### src/rtl/uart_tx_slave.sv
// rtl/uart_tx_slave.sv - RIB slave UART transmitter (8N1, LSB first) with TX FIFO
//
// uart_tx_fifo : FIFO_DEPTH-entry byte queue between bus writes and the serialiser.
//   clk, rst_n        clock, asynchronous active-low reset
//   push_i, data_i    write strobe and byte (ignored when full unless popping)
//   pop_i, data_o     read strobe and head byte (head is combinational)
//   full_o, empty_o   occupancy flags
//
// uart_tx_slave : register block, FIFO and 8N1 transmit FSM.
//   clk, rst_n        clock, asynchronous active-low reset
//   we_i              bus write enable
//   addr_i            bus address, only [3:0] decoded
//   wdata_i           bus write data
//   rdata_o           combinational read data
//   tx_o              serial output, idle high
//   int_signal_o      transmit-complete interrupt (level)

module uart_tx_fifo #(
  parameter int DEPTH = 8
) (
  input  logic       clk,
  input  logic       rst_n,
  input  logic       push_i,
  input  logic [7:0] data_i,
  input  logic       pop_i,
  output logic [7:0] data_o,
  output logic       full_o,
  output logic       empty_o
);

  localparam int AW = $clog2(DEPTH);

  logic [7:0]  mem_q [DEPTH];
  logic [AW:0] wptr_q, wptr_d;
  logic [AW:0] rptr_q, rptr_d;
  logic        push_ok;

  assign full_o  = (wptr_q[AW] != rptr_q[AW]) && (wptr_q[AW-1:0] == rptr_q[AW-1:0]);
  assign empty_o = (wptr_q == rptr_q);
  assign data_o  = mem_q[rptr_q[AW-1:0]];

  // A push into a full FIFO is still accepted when the head leaves on the same edge.
  assign push_ok = push_i && (!full_o || pop_i);
  assign wptr_d  = wptr_q + (AW+1)'(push_ok);
  assign rptr_d  = rptr_q + (AW+1)'(pop_i);

  always_ff @(posedge clk) begin
    if (push_ok) begin
      mem_q[wptr_q[AW-1:0]] <= data_i;
    end
  end

  always_ff @(posedge clk or negedge rst_n) begin
    if (!rst_n) begin
      wptr_q <= '0;
      rptr_q <= '0;
    end else begin
      wptr_q <= wptr_d;
      rptr_q <= rptr_d;
    end
  end

endmodule

module uart_tx_slave #(
  parameter int          FIFO_DEPTH = 8,
  parameter logic [15:0] DIV_RESET  = 16'd434
) (
  input  logic        clk,
  input  logic        rst_n,
  input  logic        we_i,
  input  logic [31:0] addr_i,
  input  logic [31:0] wdata_i,
  output logic [31:0] rdata_o,
  output logic        tx_o,
  output logic        int_signal_o
);

  typedef enum logic [1:0] {
    S_IDLE,
    S_START,
    S_DATA,
    S_STOP
  } state_e;

  // Register state
  logic [1:0]  ctrl_q;
  logic [15:0] baud_q;
  logic        tx_done_q;
  logic        ovf_q;

  // Transmit FSM state
  state_e      state_q;
  logic [15:0] div_q;
  logic [15:0] cnt_q;
  logic [2:0]  bit_q;
  logic [7:0]  shift_q;
  logic        tx_q;

  logic        wr_ctrl, wr_status, wr_baud, wr_txdata;
  logic        fifo_full, fifo_empty;
  logic [7:0]  fifo_data;
  logic        bit_end;
  logic        pop;
  logic        frame_done;
  logic        overflow_evt;
  logic [15:0] baud_d;
  logic        unused_bits;

  assign unused_bits = &{1'b0, addr_i[31:4], wdata_i[31:16]};

  assign wr_ctrl   = we_i && (addr_i[3:0] == 4'h0);
  assign wr_status = we_i && (addr_i[3:0] == 4'h4);
  assign wr_baud   = we_i && (addr_i[3:0] == 4'h8);
  assign wr_txdata = we_i && (addr_i[3:0] == 4'hC);

  assign baud_d = (wdata_i[15:0] < 16'd2) ? 16'd2 : wdata_i[15:0];

  // Bit time is div_q cycles, counted 0..div_q-1.
  assign bit_end = (cnt_q == div_q - 16'd1);

  // The FIFO head is taken either from IDLE or at the very end of a stop bit,
  // which gives back-to-back frames with no idle gap.
  assign pop = ctrl_q[0] && !fifo_empty &&
               ((state_q == S_IDLE) || ((state_q == S_STOP) && bit_end));

  assign frame_done   = (state_q == S_STOP) && bit_end && !pop;
  assign overflow_evt = wr_txdata && fifo_full && !pop;

  uart_tx_fifo #(
    .DEPTH (FIFO_DEPTH)
  ) u_fifo (
    .clk     (clk),
    .rst_n   (rst_n),
    .push_i  (wr_txdata),
    .data_i  (wdata_i[7:0]),
    .pop_i   (pop),
    .data_o  (fifo_data),
    .full_o  (fifo_full),
    .empty_o (fifo_empty)
  );

  always_ff @(posedge clk or negedge rst_n) begin
    if (!rst_n) begin
      ctrl_q    <= 2'b00;
      baud_q    <= DIV_RESET;
      tx_done_q <= 1'b0;
      ovf_q     <= 1'b0;
    end else begin
      if (wr_ctrl) begin
        ctrl_q <= wdata_i[1:0];
      end
      if (wr_baud) begin
        baud_q <= baud_d;
      end
      // Setting beats a simultaneous write-1-to-clear.
      if (frame_done) begin
        tx_done_q <= 1'b1;
      end else if (wr_status && wdata_i[3]) begin
        tx_done_q <= 1'b0;
      end
      if (overflow_evt) begin
        ovf_q <= 1'b1;
      end else if (wr_status && wdata_i[4]) begin
        ovf_q <= 1'b0;
      end
    end
  end

  always_ff @(posedge clk or negedge rst_n) begin
    if (!rst_n) begin
      state_q <= S_IDLE;
      div_q   <= DIV_RESET;
      cnt_q   <= '0;
      bit_q   <= '0;
      shift_q <= '0;
      tx_q    <= 1'b1;
    end else begin
      case (state_q)
        S_IDLE: begin
          tx_q  <= 1'b1;
          cnt_q <= '0;
          if (pop) begin
            state_q <= S_START;
            shift_q <= fifo_data;
            div_q   <= baud_q;
            tx_q    <= 1'b0;
          end
        end
        S_START: begin
          if (bit_end) begin
            state_q <= S_DATA;
            cnt_q   <= '0;
            bit_q   <= '0;
            tx_q    <= shift_q[0];
            shift_q <= {1'b0, shift_q[7:1]};
          end else begin
            cnt_q <= cnt_q + 16'd1;
          end
        end
        S_DATA: begin
          if (bit_end) begin
            cnt_q <= '0;
            if (bit_q == 3'd7) begin
              state_q <= S_STOP;
              tx_q    <= 1'b1;
            end else begin
              bit_q   <= bit_q + 3'd1;
              tx_q    <= shift_q[0];
              shift_q <= {1'b0, shift_q[7:1]};
            end
          end else begin
            cnt_q <= cnt_q + 16'd1;
          end
        end
        S_STOP: begin
          if (bit_end) begin
            cnt_q <= '0;
            if (pop) begin
              state_q <= S_START;
              shift_q <= fifo_data;
              div_q   <= baud_q;
              tx_q    <= 1'b0;
            end else begin
              state_q <= S_IDLE;
              tx_q    <= 1'b1;
            end
          end else begin
            cnt_q <= cnt_q + 16'd1;
          end
        end
        default: begin
          state_q <= S_IDLE;
          tx_q    <= 1'b1;
        end
      endcase
    end
  end

  assign tx_o         = tx_q;
  assign int_signal_o = ctrl_q[1] && tx_done_q;

  always_comb begin
    rdata_o = '0;
    case (addr_i[3:0])
      4'h0:    rdata_o = {30'd0, ctrl_q};
      4'h4:    rdata_o = {27'd0, ovf_q, tx_done_q, fifo_empty, fifo_full, (state_q != S_IDLE)};
      4'h8:    rdata_o = {16'd0, baud_q};
      default: rdata_o = '0;
    endcase
  end

endmodule

### config.mk
export PLATFORM = sky130hd
export DESIGN_NAME = uart_tx_slave
export DESIGN_NICKNAME = d
export VERILOG_FILES = /design/src/rtl/uart_tx_slave.sv
export SDC_FILE = /design/constraint.sdc
export NUM_CORES = 1
export LEC_CHECK = 0
export CAP_MARGIN = 10
export CELL_PAD_IN_SITES_DETAIL_PLACEMENT = 0
export CELL_PAD_IN_SITES_GLOBAL_PLACEMENT = 2
export CORE_UTILIZATION = 26
export CTS_CLUSTER_SIZE = 28
export DETAILED_ROUTE_END_ITERATION = 8
export GPL_ROUTABILITY_DRIVEN = 0
export PLACE_DENSITY_LB_ADDON = 0.1
export SKIP_CTS_REPAIR_TIMING = 1
export SLEW_MARGIN = 20
export SYNTH_ARGS = -nofsm -noshare
export SYNTH_HDL_FRONTEND = slang
export SYNTH_SLANG_ARGS = --single-unit
export TNS_END_PERCENT = 50
### constraint.sdc
create_clock -name clk -period 4.15 [get_ports clk]
set_input_delay 0.6225 -clock clk [delete_from_list [all_inputs] [get_ports clk]]
set_output_delay 0.6225 -clock clk [all_outputs]
set_load 0.1 [all_outputs]
== Yosys cells after proc, flatten, opt, wreduce, memory -nomap -nowiden ==
Memories as Yosys holds them, arrays and structs flattened.
Index checks and enable logic that the tools add are counted.
Cells by class
  multipliers: 0
  add/sub/neg operators: 5
  div/mod/pow operators: 0
  order comparisons: 1
  equal/unequal tests: 17
  shift operators: 0
  mux-type cells: 36
  reduce and logical (&&, ||, !) cells: 33
  bitwise gates (word level): 0
Operator list (number)
  two-way mux 16 bit: 4
  case mux 16 bit (2 select lines): 2
  case mux 16 bit (3 select lines): 1
  two-way mux 8 bit: 5
  case mux 8 bit (4 select lines): 1
  adder 16 x 1 -> 16 bit, second input constant: 1
  == test 16 bit: 1
  less-than comparator 16 x 2 -> 1 bit, second input constant: 1
  subtractor 16 x 1 -> 16 bit, second input constant: 1
  logical AND 1 bit: 15
  two-way mux 1 bit: 12
  != test 2 bit, second input constant: 6
  two-way mux 2 bit: 5
  nonzero test 2 bit: 5
  two-way mux 3 bit: 3
  adder 4 x 1 -> 4 bit: 2
  == test 4 bit, second input constant: 2
  case mux 2 bit (4 select lines): 1
  AND reduction 4 bit: 2
  case mux 3 bit (2 select lines): 1
  AND reduction 5 bit: 1
  == test 2 bit, second input constant: 2
  == test 4 x 3 -> 1 bit, second input constant: 1
  == test 4 bit: 1
  other kinds (13): 16
Word-level totals
  flip-flop bits (word level): 74
  ROM bits: 0
  word-level logic and storage cells: 105
  RAM bits: 64
  bits in latches: 0
  memories: 1
Memory list
  u_fifo.mem_q: words 8, bits a word 8, rd ports 1, clocked after Yosys merged registers in 0, write ports 1, line 33  | logic [7:0] mem_q [DEPTH];

== Logic depth before layout (Yosys ltp) ==
  depth after elaboration: 9
  gate-level depth with buffers: 14
  depth with buffers taken out: 13

== By module ==
From an unflattened synthesis, not the netlist that was laid out.
Unflattened totals
  cells, all modules: 532
  area, all modules: 6902.9 um2
Modules (own cells, without submodules)
  uart_tx_slave: area each 3963.8 um2, instances 1, cells each 376
  uart_tx_fifo: area each 2939.1 um2, instances 1, cells each 156

== Worst setup path after synthesis ==
OpenSTA, ideal clock, no wires.
  path type: reg-to-output
  start point: reg u_fifo.rptr_q[0]
  end point: out rdata_o[2]
  arrival time: 3.268 ns
  stages on the path, launching flop included: 6
  setup slack: 0.260 ns
  buffers on the path: 1
  required time: 3.527 ns
  path through: dfrtp_1 > clkbuf_1 > xor2_1 > nor3_1 > nand2_1 > o21ai_0
Between the ends
  longest elaborated chain between the ends: 2
RTL lines
  start, declared: line 35  | logic [AW:0] rptr_q, rptr_d;
  start signal, assigned: line 59  | rptr_q <= rptr_d;
  == test 4 bit: line 39  | assign empty_o = (wptr_q == rptr_q);
  case mux 16 bit (3 select lines): line 245  | case (addr_i[3:0])
  end, declared: line 74  | output logic [31:0] rdata_o,
No other way between the ends.

== Final worst setup path ==
  start point: reg div_q[0]
  end point: reg u_fifo.wptr_q[2]
Between the ends
  longest elaborated chain between the ends: 8
RTL lines
  start, declared: line 94  | logic [15:0] div_q;
  start signal, assigned: line 186  | div_q <= baud_q;
  start signal, assigned: line 222  | div_q <= baud_q;
  subtractor 16 x 1 -> 16 bit: line 120  | assign bit_end = (cnt_q == div_q - 16'd1);
  == test 16 bit: line 120
  logical AND 1 bit: line 125  | ((state_q == S_IDLE) || ((state_q == S_STOP) && bit_end));
  logical OR 1 bit: line 125
  logical AND 1 bit: line 124  | assign pop = ctrl_q[0] && !fifo_empty &&
  logical OR 1 bit: line 43  | assign push_ok = push_i && (!full_o || pop_i);
  logical AND 1 bit: line 43
  adder 4 x 1 -> 4 bit: line 44  | assign wptr_d = wptr_q + (AW+1)'(push_ok);
  via u_fifo.wptr_d[2]: line 34  | logic [AW:0] wptr_q, wptr_d;
  end signal, assigned: line 58  | wptr_q <= wptr_d;
  end, declared: line 34
The timed path passes the listed nets, and every way through them passes these cells.
A chain may end at the register's enable or synchronous reset.

==> impl_results.md <==
- Outcome: finished, final reports clean
- Bufs on Longest Clock Path: 2
- Die X: 163.7 um
- Post-synthesis cell type count: 59
- Detailed Route Iter0 Violations: 185
- Vias: ~4,300
- Worst-path clk slew: 0.07 ns
- Yosys Warn Count: 0
- Die area: 26,790 sq um
- Max VDD drop: 230.1 uV
- N_diodes: 0
- RSZ-0062 raised after global routing: no
- Post-synth top area cell: edfxtp_1
- Final Hold Fails: 0
- CP required: 4.49 ns
- Most frequent cells in the layout: 64 x edfxtp_1, 63 x dfrtp_1, 48 x nor2_1, 31 x nand2_1, 31 x mux2_2
- Die H: 163.7 um
- GRT overflow: 0
- P_leak: 3.188 nW
- Largest cells by area after synthesis: edfxtp_1 28%, dfrtp_1 23%, mux4_2 5.3%, mux2_2 5.1%, dfstp_2 4.3%
- Initial antenna violation count: 0
- Critical Path Sink Type: flip-flop
- TritonCTS Buffers: 17
- Row cnt: 58
- Slowest cell delay on critical path: approximately 0.57 ns
- Slew margin rel.: 35.30%
- Final Setup Violations: 0
- Seq cells post-synth: around 140
- Mean Syn Cell Area: 12.45 sq um
- CTS tree: yes
- Slew of the pin with the lowest slew margin: around 0.97 ns
- Met1 usage: about a fifth
- First-pass GRT wire length: 26,690 um
- Crit path buf inv count: 1
- Clock Skews: 0.01392 ns
- Vias/cell: between 4 and 5
- Hold_ws: 0.2146 ns
- Vias in the first global route: 4,544
- Crit path cell chain: inv_1 -> ha_1 -> or4b_4 -> or4_1 -> nand3_1 -> a31oi_1 -> a2111oi_4 -> a21o_1 -> nand2_1 -> a21oi_1 -> ha_1 -> ha_1 -> xor2_1
- Final slew viol count: 0
- Sequential share of the synthesized area: a little under three fifths
- Residual DRC count: 0
- Synth async-reset ratio: 53.62%
- Nets: 681
- Largest net degree at the start of global routing: 46
- Initial Util: 26.76%
- Met2 usage: between 20% and 30%
- CP delay by family, top: simple AND/OR/NAND/NOR gates
- DPL Wire Length: 12,020 um
- Min-delay worst type: in2async
- GR peak layer: met2
- Final period util: around 86%
- Max-cap violations: 0
- Number of antenna-violating nets in the routed design: 0
- Root Driver: clkbuf_16
- EDFF count, synth: 64
- Fin crit period: 3.568 ns
- CP Launch Type: flip-flop
- Critical Path Fanout Max: 5
- Top Ports: 101
- M3 GR Usage: 2.768%
- Clock Latency Late Sink: 0.42 ns
- Most used DFF post-synth: edfxtp_1
- Layout cell share with drive strength beyond 1: 22.64%
- Final WL: 16,750 um
- CP arrival: between 3 and 4 ns
- Num Clock Sinks: 138
- Htree depth: 4
- Port bufs: 40
- Critical Path Most Common Cell: ha_1
- First drt pass iteration count: 5
- Post-Syn Area: 6797 sq um
- Synth top area share: 28.28%
- Setup TNS Final: 0 ns
- Power Total: between 5 and 6 mW
- Drt wl/cell: 17.75 um
- Most common cell after layout, fill and taps aside: edfxtp_1
- Gate Count Post-Synth: 546
- Fmax: 280.3 MHz
- Layout area overhead: 21.52%
- Critical path class: reg2reg
- P per Cell Area: 639.9 nW/um^2
- CP max stage cell: a2111oi_4
- Core ar.: 25,400 sq um
- All-layer global routing usage: 13.45%
## power breakdown
part	internal, mW	switching, mW
sequential	1.69	0.244
clock	0.850	0.651
combinational	0.788	1.06
total	3.33	1.96
## kinds of logic after synthesis
kind of cell               share of synthesized area (%)
AOI/OAI and AO/OA                                  6.186
muxes                                              13.70
buffers and inverters                              3.976
other                                            0.05518
DFF                                                55.73
and+or+nand+nor                                    12.68
adders and majority gates                          2.393
xor gates and xnor gates                           5.284
## final timing paths
path	startpoint	to	slack [ns]	cells after the start
worst max register to register	div_q[0]	u_fifo.wptr_q[2]	0.58	13
worst min register to register	u_fifo.wptr_q[3]	u_fifo.wptr_q[3]	0.49	1
worst min-delay path	rst_n	shift_q[4]	0.21	1
max in group asynchronous	rst_n	baud_q[8]	3.03	2
worst max-delay path	div_q[0]	u_fifo.wptr_q[2]	0.58	13
min in group clk	u_fifo.wptr_q[3]	u_fifo.wptr_q[3]	0.49	1
## synthesized netlist by cell type (2+ instances only)
cell type	number
dfstp_2	11
o221ai_1	2
mux2i_1	12
a31oi_1	2
buf_1	3
o21a_1	2
buf_6	2
nor2b_1	4
and2_1	3
buf_2	3
or2_2	5
and3_1	17
dfrtp_1	63
or3_1	4
nand2_1	31
xor2_1	20
clkbuf_1	16
xnor2_1	21
nand3_1	23
mux4_2	16
a22o_1	2
o211ai_1	2
inv_1	11
or4_1	2
nor4_1	6
nand2b_1	4
nor3_1	11
mux2_1	9
nand3b_1	2
edfxtp_1	64
a211oi_1	2
a21oi_1	12
mux2_2	31
buf_4	16
nor2_1	48
ha_1	13
o31ai_1	2
o21ai_0	23
nand4_1	6
## routing by layer
metal,wire [um],part of all wire [%]
met5,0,0
met2,7438,44
met4,199,1.2
met1,8363,50
met3,752,4.5
## metrics by stage
step | cells | worst slack, ns | area (sq um) | util [%]
finish | 944 | 0.5824 | 8259 | 32.52
global placement | 912 | 0.5776 | 7677 | 30.23
floorplan | 561 | 0.2596 | 6853 | -
global route | 944 | 0.3236 | 8259 | 32.52
detailed placement | 912 | 0.5829 | 7677 | 30.23
CTS | 944 | 0.5311 | 8259 | 32.52
## flip-flops by register name (all words and copies together) (netlist names)
name / flops
baud_q: 16
bit_q: 3
cnt_q: 16
ctrl_q: 2
div_q: 16
ovf_q: 1
shift_q: 8
state_q: 2
tx_done_q: 1
tx_o: 1
u_fifo.mem_q: 64
u_fifo.rptr_q: 4
u_fifo.wptr_q: 4
## worst reg2reg max path: stages, from the launching register on
cell and delay, ns:
dfrtp_1 0.42, inv_1 0.09, ha_1 0.18, or4b_4 0.51, or4_1 0.51, nand3_1 0.08
a31oi_1 0.07, a2111oi_4 0.57, a21o_1 0.27, nand2_1 0.14, a21oi_1 0.17, ha_1 0.20
ha_1 0.17, xor2_1 0.13
## layout make-up
type                       instances  area, sq um
clock buffer                      17        425.4
clock inverter                    15        156.4
fill                            2564        17140
inverter                          11        41.29
multi-input combinational        372         2795
sequential                       138         3787
tap                              330        412.9
timing repair buffer              61        640.6
No activity file was read; power rests on OpenSTA's default activity.
==> edit 1: new RTL, config.mk and constraints unchanged <==
The parameter `FIFO_DEPTH` goes from 8 to 16.
--- a/src/rtl/uart_tx_slave.sv
+++ b/src/rtl/uart_tx_slave.sv
@@ -65,3 +65,3 @@
 module uart_tx_slave #(
-  parameter int          FIFO_DEPTH = 8,
+  parameter int          FIFO_DEPTH = 16,
   parameter logic [15:0] DIV_RESET  = 16'd434
Behaviour: no difference found for any inputs over 4 cycles, from zero or initial values and one cycle with rst_n low; that may be too few to reach the edited logic, so the function may still have changed.
==> edit 1 against the unedited design <==
- worst setup slack worse by 0.031 ns
- routed wire length up 40%
- clock skew up 0.0044 ns
- sequential cell count up 66
- design area up 37%
- utilization down 0.70 points
- final cell count up 25%
- largest cell class unchanged
- die area up 37%
- critical path depth down 2
- total power up 34%
- area after synthesis up 38%
==> edit 1: results <==
export IMPL_first_pass_iters=4
export IMPL_status="complete, no violations"
export IMPL_grt_pass1_wl_mm=35.60
export IMPL_cts_buffer_depth=3
export IMPL_grt_pass1_vias=5488
export IMPL_placed_cells_incl_taps=1137
export IMPL_routedWlPerCell_um=19.83
export IMPL_syn_mean_instance_area_um2=14.78
export IMPL_track_usage_pct=13.18
export IMPL_vias_per_cell=4.536
export IMPL_final_seq_area_um2=5761
export IMPL_final_fill_count=3523
export IMPL_use_met3_pct=2.156
export IMPL_grt_max_degree=55
export IMPL_timing_hold_ws_ns=0.1456
export IMPL_clock_latency_ns=0.53
export IMPL_drive_gt1_share_pct=24.27
export IMPL_skew_ns=0.01827
export IMPL_numCtsBuffers=25
export IMPL_p_leak_nw=4.202
export IMPL_cp_slowest_stage_delay_ns=0.47
export IMPL_cpMaxStageDelayCell="dfrtp_1"
export IMPL_synth_edf_count=128
export IMPL_arrival_ns=3.82
export IMPL_vias=5361
export IMPL_max_slew_margin_pct=31.40
export IMPL_post_place_ws_ns=0.4753
export IMPL_grtUsageMet1_pct=18.45
export IMPL_ys_types=68
export IMPL_path_max_fanout=17
export IMPL_r2r_cells=11
export IMPL_wl_met2_mm=11.08
export IMPL_routed_wl_met3_um=870
export IMPL_peakVddDrop_v=0.0002930
export IMPL_synthTopCellsByCount="edfxtp_1, dfrtp_1, nor2_1"
export IMPL_r2r_slack_ns=0.55
export IMPL_async_reset_ff_share_pct=37.25
export IMPL_wl_met1_mm=11.13
export IMPL_fmax_mhz=277.9
export IMPL_synth_seq_area_share_pct=61.56
## edit 1: cell count changes after synthesis, sizes merged, moves of 5 or more
cell    delta
a22oi      +5
edfxtp    +64
inv        +9
mux4      +17
nand2     -13
nand3      -6
nor2       -8
nor4       +8
o21ai     -14
o221ai     +5
## edit 1: kinds of logic (layout without fill, tap and decap cells)
logic type / count (synthesis) / count (layout) / synth area share [%]
AO/OA/AOI/OAI: 57 / 57 / 4.587
XOR/XNOR: 44 / 44 / 4.119
adder cells (fa/ha/maj): 13 / 13 / 1.739
buffers and inverters: 63 / 136 / 3.557
flip-flops: 204 / 204 / 61.56
multiplexers: 89 / 89 / 14.55
other: 1 / 16 / 0.04008
AND/OR/NAND/NOR: 162 / 162 / 9.844
## edit 1: power breakdown
group	total [mW]	leakage (nW)	switching, mW	internal [mW]
Clock	2.11	0.382	0.846	1.26
Sequential	2.73	2.10	0.305	2.42
Combinational	2.23	1.72	1.25	0.981
## edit 1: cell type report
type	instances	area share [%]
clock buffer	36	6.361
clock inverter	9	0.6649
inverter	20	0.6649
multi-input combinational	381	29.40
sequential	204	51.02
tap	461	5.109
timing repair buffer	71	6.782
## edit 1: path summary, 6_finish.rpt
path | from | to
min in group clk | tx_o$_DFFE_PN1P_ | tx_o$_DFFE_PN1P_
min reg2reg | tx_o$_DFFE_PN1P_ | tx_o$_DFFE_PN1P_
min | rst_n | div_q[15]$_DFFE_PN0P_
max in group asynchronous | rst_n | tx_o$_DFFE_PN1P_
max reg2reg | div_q[0]$_DFFE_PN0P_ | u_fifo.mem_q[1][6]$_DFFE_PP_
max | div_q[0]$_DFFE_PN0P_ | u_fifo.mem_q[1][6]$_DFFE_PP_
==> edit 2: new RTL, same settings <==
Without the edit above. Encoding of `state_e`: now Gray code (2 bits for 4 states).
--- a/src/rtl/uart_tx_slave.sv
+++ b/src/rtl/uart_tx_slave.sv
@@ -79,6 +79,6 @@
   typedef enum logic [1:0] {
-    S_IDLE,
-    S_START,
-    S_DATA,
-    S_STOP
+    S_IDLE  = 2'b00,
+    S_START = 2'b01,
+    S_DATA  = 2'b11,
+    S_STOP  = 2'b10
   } state_e;
Formal check against the unedited RTL: same outputs for any inputs over 4 cycles, from zero or initial values and one cycle with rst_n low; so few cycles prove little.
==> edit 2 against the unedited design <==
- critical endpoint is now u_fifo.mem_q[3][5]$_DFFE_PP_
- worst hold slack improved by 0.0067 ns
- design area fell by 2.5%
- area after synthesis is 1.9% lower
- routed wire length shrank 2.1%
- total power down 7.0%
- worst setup slack got worse by 0.022 ns
- sequential cell count did not move
==> edit 2: results <==
export IMPL_synthTopCellsByCount="edfxtp_1, dfrtp_1, nor2_1"
export IMPL_routed_wl_met3_um=349
export IMPL_drt_initial_drc_count=159
export IMPL_p_leak_nw=3.213
export IMPL_dp_hpwl_mm=11.53
export IMPL_r2r_slack_ns=0.56
export IMPL_grt_max_degree=50
export IMPL_internal_power_mw=3.137
export IMPL_grt_pass1_wl_mm=26.19
export IMPL_grt_antenna_before_repair=0
export IMPL_crit_path_end="u_fifo.mem_q[3][5]$_DFFE_PP_"
export IMPL_grt_pass1_vias=4325
export IMPL_first_pass_iters=4
export IMPL_vias_per_cell=4.570
export IMPL_wl_mm=16.40
export IMPL_seq_power_share_pct=39.8
export IMPL_wl_met1_mm=8.532
export IMPL_ys_types=57
export IMPL_status="complete, no violations"
export IMPL_path_max_fanout=9
export IMPL_track_usage_pct=13.55
export IMPL_skew_ns=0.01613
export IMPL_max_slew_margin_pct=35.30
export IMPL_arrival_ns=3.71
export IMPL_combPwrFrac_pct=28.9
export IMPL_r2r_cells=10
export IMPL_synth_area_leaders="edfxtp_1, dfrtp_1, mux2_2, mux4_2, dfstp_2"
export IMPL_synth_seq_area_share_pct=56.81
-- edit 2: cell types whose count changed in the layout (fill, tap and decap cells not counted), sizes merged, moves of 3 or more --
cell | unedited run | this run
a21oi | 13 | 8
a22oi | 0 | 5
buf | 38 | 33
ha | 13 | 8
mux2i | 12 | 16
nand2 | 32 | 29
nand3 | 23 | 20
nand4 | 6 | 3
nor2 | 49 | 39
nor3 | 11 | 8
nor4 | 6 | 11
nor4b | 1 | 6
o21ai | 23 | 13
-- edit 2: layout make-up --
cell class | instances | area, µm²
fill | 2525 | 17130
sequential | 138 | 3787
multi-input combinational | 340 | 2686
timing repair buffer | 56 | 515.5
clock buffer | 17 | 425.4
tap | 330 | 412.9
clock inverter | 15 | 177.7
inverter | 13 | 48.80
-- edit 2: critical path, stage by stage, from the launching register on --
cell     delay (ns)
dfrtp_1        0.47
inv_1          0.11
ha_1           0.26
nor4b_1        0.35
a31oi_1        0.15
nor4b_1        0.48
o22ai_2        0.22
o31ai_4        0.43
a21oi_2        0.21
nor4_1         0.32
buf_4          0.26
-- edit 2: worst min path at each step --
stage                                     startpoint                    endpoint  slack, ns  cells after the start
after floorplan                                rst_n       baud_q[0]$_DFFE_PN0P_       0.33                      0
after global placement        shift_q[4]$_DFFE_PN0P_      shift_q[4]$_DFFE_PN0P_       0.49                      1
after detailed placement  u_fifo.rptr_q[3]$_DFF_PN0_  u_fifo.rptr_q[3]$_DFF_PN0_       0.49                      1
after CTS                                      rst_n         cnt_q[13]$_DFF_PN0_       0.24                      1
after global routing                           rst_n         cnt_q[13]$_DFF_PN0_       0.26                      1
final                                          rst_n         cnt_q[13]$_DFF_PN0_       0.22                      1
-- edit 2: cell families after synthesis --
group	count (synthesis)	synth area share [%]
AO/OA/AOI/OAI	47	5.162
XOR/XNOR	39	5.330
adder cells (fa/ha/maj)	8	1.502
buffers and inverters	51	3.923
flip-flops	138	56.81
multiplexers	71	14.79
other	1	0.05625
AND/OR/NAND/NOR	159	12.43
-- edit 2: through the flow --
step | std cells | utilization [%] | instance area [µm²] | setup WS (ns) | hold slack (ns)
finish | 909 | 31.98 | 8054 | 0.5602 | 0.2214
global route | 909 | 31.98 | 8054 | 0.2419 | 0.2610
CTS | 909 | 31.98 | 8054 | 0.4899 | 0.2433
detailed placement | 877 | 29.59 | 7451 | 0.5333 | 0.4945
global placement | 877 | 29.59 | 7451 | 0.5195 | 0.4873
floorplan | 529 | - | 6723 | 0.3752 | 0.3269
-- edit 2: per-layer routing --
layer | vias to the layer above | global-route usage (%)
met3 | 7 | 3.064
met2 | 60 | 20.70
met1 | 2110 | 19.32
li1 | 1977 | -
met5 | - | 0
met4 | 0 | 3.345
